### config.mk
export PLATFORM = sky130hd
export DESIGN_NAME = pc_sequencer
export DESIGN_NICKNAME = d
export VERILOG_FILES = /design/src/rtl/pc_sequencer.sv
export SDC_FILE = /design/constraint.sdc
export NUM_CORES = 1
export LEC_CHECK = 0
export CORE_MARGIN = 2
export CORE_UTILIZATION = 31
export DETAILED_ROUTE_END_ITERATION = 8
export PLACE_DENSITY = 0.57
export SLEW_MARGIN = 20
export SYNTH_ARGS = -nofsm -noshare
export SYNTH_HDL_FRONTEND = slang
export SYNTH_SLANG_ARGS = --single-unit
export TNS_END_PERCENT = 1
### constraint.sdc
create_clock -name phi_2 -period 2.2 [get_ports phi_2]
set_input_delay 0.22 -clock phi_2 [delete_from_list [all_inputs] [get_ports phi_2]]
set_output_delay 0.22 -clock phi_2 [all_outputs]
set_load 0.005 [all_outputs]
### src/rtl/pc_sequencer.sv
// Program-counter control sequencer: turns one PC command per handshake into per-cycle
// PCL/PCH select, increment and bus-enable strobes; strobes are registered, one step per cycle.
module pc_sequencer #(
  parameter int CMD_W = 3
) (
  input  logic             phi_2,
  input  logic             reset,
  input  logic             cmd_valid,
  input  logic [CMD_W-1:0] cmd,
  output logic             cmd_ready,
  input  logic             page_cross,
  output logic             pcl_pcl,
  output logic             adl_pcl,
  output logic             pch_pch,
  output logic             adh_pch,
  output logic             i_pc,
  output logic             pcl_db,
  output logic             pcl_adl,
  output logic             pch_db,
  output logic             pch_adh,
  output logic             done,
  output logic             illegal_cmd
);

  typedef enum logic [2:0] {
    S_IDLE, S_INC, S_LOAD, S_PUSH_H, S_PUSH_L, S_BR_LO, S_BR_FIX
  } state_t;

  localparam logic [CMD_W-1:0] C_INC    = CMD_W'(1);
  localparam logic [CMD_W-1:0] C_LOAD   = CMD_W'(2);
  localparam logic [CMD_W-1:0] C_PUSH   = CMD_W'(3);
  localparam logic [CMD_W-1:0] C_BRANCH = CMD_W'(4);

  // Strobe order: pcl_pcl adl_pcl pch_pch adh_pch i_pc pcl_db pcl_adl pch_db pch_adh
  localparam logic [8:0] W_HOLD   = 9'b1_0_1_0_0_0_0_0_0;
  localparam logic [8:0] W_INC    = 9'b1_0_1_0_1_0_1_0_1;
  localparam logic [8:0] W_LOAD   = 9'b0_1_0_1_0_0_0_0_0;
  localparam logic [8:0] W_PUSH_H = 9'b1_0_1_0_0_0_0_1_0;
  localparam logic [8:0] W_PUSH_L = 9'b1_0_1_0_0_1_0_0_0;
  localparam logic [8:0] W_BR_LO  = 9'b0_1_1_0_0_0_0_0_0;
  localparam logic [8:0] W_BR_FIX = 9'b1_0_0_1_0_0_0_0_0;

  state_t     state_q, state_d;
  logic [8:0] strb_q, strb_d;
  logic       done_q, done_d;
  logic       illegal_q, illegal_d;
  logic       last_step;
  logic       br_lo_done;

  always_comb begin
    state_d    = state_q;
    illegal_d  = 1'b0;
    strb_d     = W_HOLD;
    br_lo_done = (state_q == S_BR_LO) && !page_cross;
    last_step  = (state_q inside {S_INC, S_LOAD, S_PUSH_L, S_BR_FIX}) || br_lo_done;
    cmd_ready  = !reset && ((state_q == S_IDLE) || last_step);

    if (reset) begin
      state_d = S_IDLE;
    end else if ((state_q == S_IDLE) || last_step) begin
      state_d = S_IDLE;
      if (cmd_valid) begin
        case (cmd)
          C_INC:    state_d = S_INC;
          C_LOAD:   state_d = S_LOAD;
          C_PUSH:   state_d = S_PUSH_H;
          C_BRANCH: state_d = S_BR_LO;
          default:  illegal_d = (cmd > C_BRANCH);
        endcase
      end
    end else begin
      case (state_q)
        S_PUSH_H: state_d = S_PUSH_L;
        S_BR_LO:  state_d = S_BR_FIX;
        default:  state_d = S_IDLE;
      endcase
    end

    // Strobes for the step about to begin, so the outputs come straight from flops.
    case (state_d)
      S_INC:    strb_d = W_INC;
      S_LOAD:   strb_d = W_LOAD;
      S_PUSH_H: strb_d = W_PUSH_H;
      S_PUSH_L: strb_d = W_PUSH_L;
      S_BR_LO:  strb_d = W_BR_LO;
      S_BR_FIX: strb_d = W_BR_FIX;
      default:  strb_d = W_HOLD;
    endcase
    done_d = state_d inside {S_INC, S_LOAD, S_PUSH_L, S_BR_FIX};
  end

  always_ff @(posedge phi_2) begin
    if (reset) begin
      state_q   <= S_IDLE;
      strb_q    <= W_HOLD;
      done_q    <= 1'b0;
      illegal_q <= 1'b0;
    end else begin
      state_q   <= state_d;
      strb_q    <= strb_d;
      done_q    <= done_d;
      illegal_q <= illegal_d;
    end
  end

  assign {pcl_pcl, adl_pcl, pch_pch, adh_pch, i_pc, pcl_db, pcl_adl, pch_db, pch_adh} = strb_q;
  // BR_LO only finishes the command when no page fix-up is needed; known within that cycle.
  assign done        = !reset && (done_q || br_lo_done);
  assign illegal_cmd = illegal_q;

endmodule
==> impl_results.md <==
- Adder-cell share of the synthesized area: 0%
- Most frequent cells in the layout: clkdlybuf4s50_1, dfxtp_1, nor2_1
- Drt initial violations: 6
- I/O pin count: 19
- Core outline area: 1489 um2
- Post-Syn Nets: 55
- Gr ovfl total: 0
- Nature of the critical path startpoint: input port
- Lkg Pwr: 0.2917 nW
- Largest net degree at the start of global routing: 8
- CTS resizes: 0
- Setup Fix Bufs, Post-CTS: 0
- Fill cells: 139
- Nets: 76
- Min cycle time layout: 1891 ps
- Hold Fails Final Rpt: 0
- Hold EP: illegal_cmd
- Routed via count: 411
- CTS root buffer: clkbuf_4
- CP endpoint kind: output port
- Final ANT Viol Nets: 0
- Post-Synth Simple-Gate Area: 25.19%
- RSZ-0062 raised after global routing: no
- Compound-Gate Fraction of Synth Area: 14.50%
- Rel. slew slack: 83.79%
- CTS Hold Bufs: 0
- Routed length per placed instance: 10.24 um
- R2R Path End: strb_q[8]
- Most common cell after layout, fill and taps aside: clkdlybuf4s50_1
- Hold Path Stages: 2
- Vias in the first global route: 349
- Status: complete, no violations
- Total wire length: 860 um
- R2r startpoint: state_q[0]
- R2r worst-path depth: 5
- Fin crit share: 85.94%
- Area of the multi-input gates: 220.2 um2
- Synthesized flop and latch total: 12
- Top cell type's share of synthesized area: 48.85%
- Crit Path Class: in -> out
- Warnings, synthesis: 0
- Worst hold start: cmd_valid
- Avg Inst Size Synth: 10.24 um2
- Clock buffer depth: 2
- R2R setup slack: 730 ps
- Largest family of logic cells by synthesized area: simple AND/OR/NAND/NOR gates
- Hold Path Class: in -> reg
- Area leader, netlist: dfxtp_1
- Initial antenna violation count: 0
- Die Width: 43.83 um
- DR pass1 iterations: 3
- Power Density: 623.4 nW/um2
- DIE AREA: 1921 um2
- WHS: 590.6 ps
- Via density: 4.893
- Worst-Margin Slew: 242.4 ps
- Std-Cell Rows: 14
- Initial Utilization: 33.03%
- Die Y: 43.83 um
- H-tree Lvls: 1
- Gr usage total: 10.40%
- Critical Path RT: 1980 ps
- Sequential cell area: 240.2 um2
- # port buffers: 18
- Synth unique cells: 24
- Synth Cell Area: 491.7 um2
- Worst-Skew Late Latency: 270 ps
- Synth Area in XOR/XNOR: 0%
- # setup viols final: 0
- Fmax: 0.5289 GHz
- Crit path max fanout: 4
- # DRC: 0
- Worst Setup SP: page_cross
- Slew Viols, Final: 0
- Post-synthesis mux area share: 5.089%
- HPWL after DPL: 649.4 um
- Post-synthesis instance total: 48
- Global-route wire length before repair: 1455 um
- P&R area growth vs syn: 45.04%
- Peak supply drop: 370.7 uV
- Num CTS Buffers: 3
- CTS clk-pin slew, worst paths: 70 ps
- Sequential share of the synthesized area: 48.85%
- Area contributors post-synth: dfxtp_1, nor2_1, o221a_4
- # diodes: 0
- MaxCap Viol Count: 0
- Setup TNS: 0 ps
- WP data arrival: 1670 ps
- Ratio of cells with drive above 1 in the final layout: 16.18%
- Worst Skew: 4.595 ps
- Clock sink total: 12
- GPL Wtd Cong: 0.7485
- TritonCTS clock tree: built
## kinds of logic (layout without fill, tap and decap cells)
kind of cell / after synthesis / in the layout
multiplexers: 2 / 2
AND/OR/NAND/NOR: 20 / 20
AO/OA/AOI/OAI: 8 / 8
buffers and inverters: 6 / 26
flip-flops: 12 / 12
## routing by layer
metal	global-route usage, %	share of wire, %	vias to the layer above
met4	3.636	0	0
met1	13.74	46	186
met5	0	0	-
li1	-	-	210
met2	14.41	46	15
met3	5.417	7.8	0
## sequential cells by signal (all words and copies together) (netlist names)
register and cells:
illegal_cmd 1, state_q 3, done_q 1, strb_q 7
## synth_stat cells
master and n:
a21boi_1 1, a21oi_1 1, a221o_1 1, a31oi_1 2, and2_2 1, and3_2 1, and3b_1 2, and4bb_2 1
buf_4 2, clkinv_2 1, dfxtp_1 12, inv_1 3, mux2_4 1, mux2i_1 1, nand2_1 2, nand2b_4 1
nand3_1 3, nand3b_1 1, nor2_1 6, nor2b_1 1, nor4_1 1, o2111a_1 1, o21ai_0 1, o221a_4 1
## stage by stage
| stage | total power, mW | setup slack (ps) | instance area (um2) | cells | util, % |
|---|---|---|---|---|---|
| floorplan | 0.2523 | 887.4 | 491.7 | 48 | - |
| global placement | 0.2810 | 347.0 | 676.9 | 80 | 45.46 |
| detailed placement | 0.2809 | 303.5 | 676.9 | 80 | 45.46 |
| CTS | 0.4527 | 300.6 | 713.2 | 84 | 47.90 |
| global route | 0.4683 | 175.6 | 713.2 | 84 | 47.90 |
| finish | 0.4446 | 309.3 | 713.2 | 84 | 47.90 |
## where the power goes
group | total (mW) | switching (mW) | internal [mW]
clock | 0.169 | 0.0684 | 0.100
sequential | 0.228 | 0.00404 | 0.223
combinational | 0.0482 | 0.0175 | 0.0307
## worst max-delay path: stages
cell             delay [ps]
clkdlybuf4s50_1         450
a21oi_1                 250
nor2_1                   80
nor2_1                  140
clkdlybuf4s50_1         530
## worst max-delay path by stage
stage | end | slack, ps | cells after the start
5_1_grt | cmd_ready | 180 | 5
2_1_floorplan | strb_q[8] | 890 | 5
4_1_cts | cmd_ready | 300 | 5
3_3_place_gp | cmd_ready | 350 | 5
3_5_place_dp | cmd_ready | 300 | 5
6_report | cmd_ready | 310 | 5
## cell type report
| class | instances | share of cell area [%] |
|---|---|---|
| tap | 16 | 2.807 |
| sequential | 12 | 33.68 |
| inverter | 4 | 2.281 |
| multi-input combinational | 30 | 30.88 |
| clock buffer | 4 | 5.088 |
| timing repair buffer | 18 | 25.26 |
(Power assumes the default switching activity.)
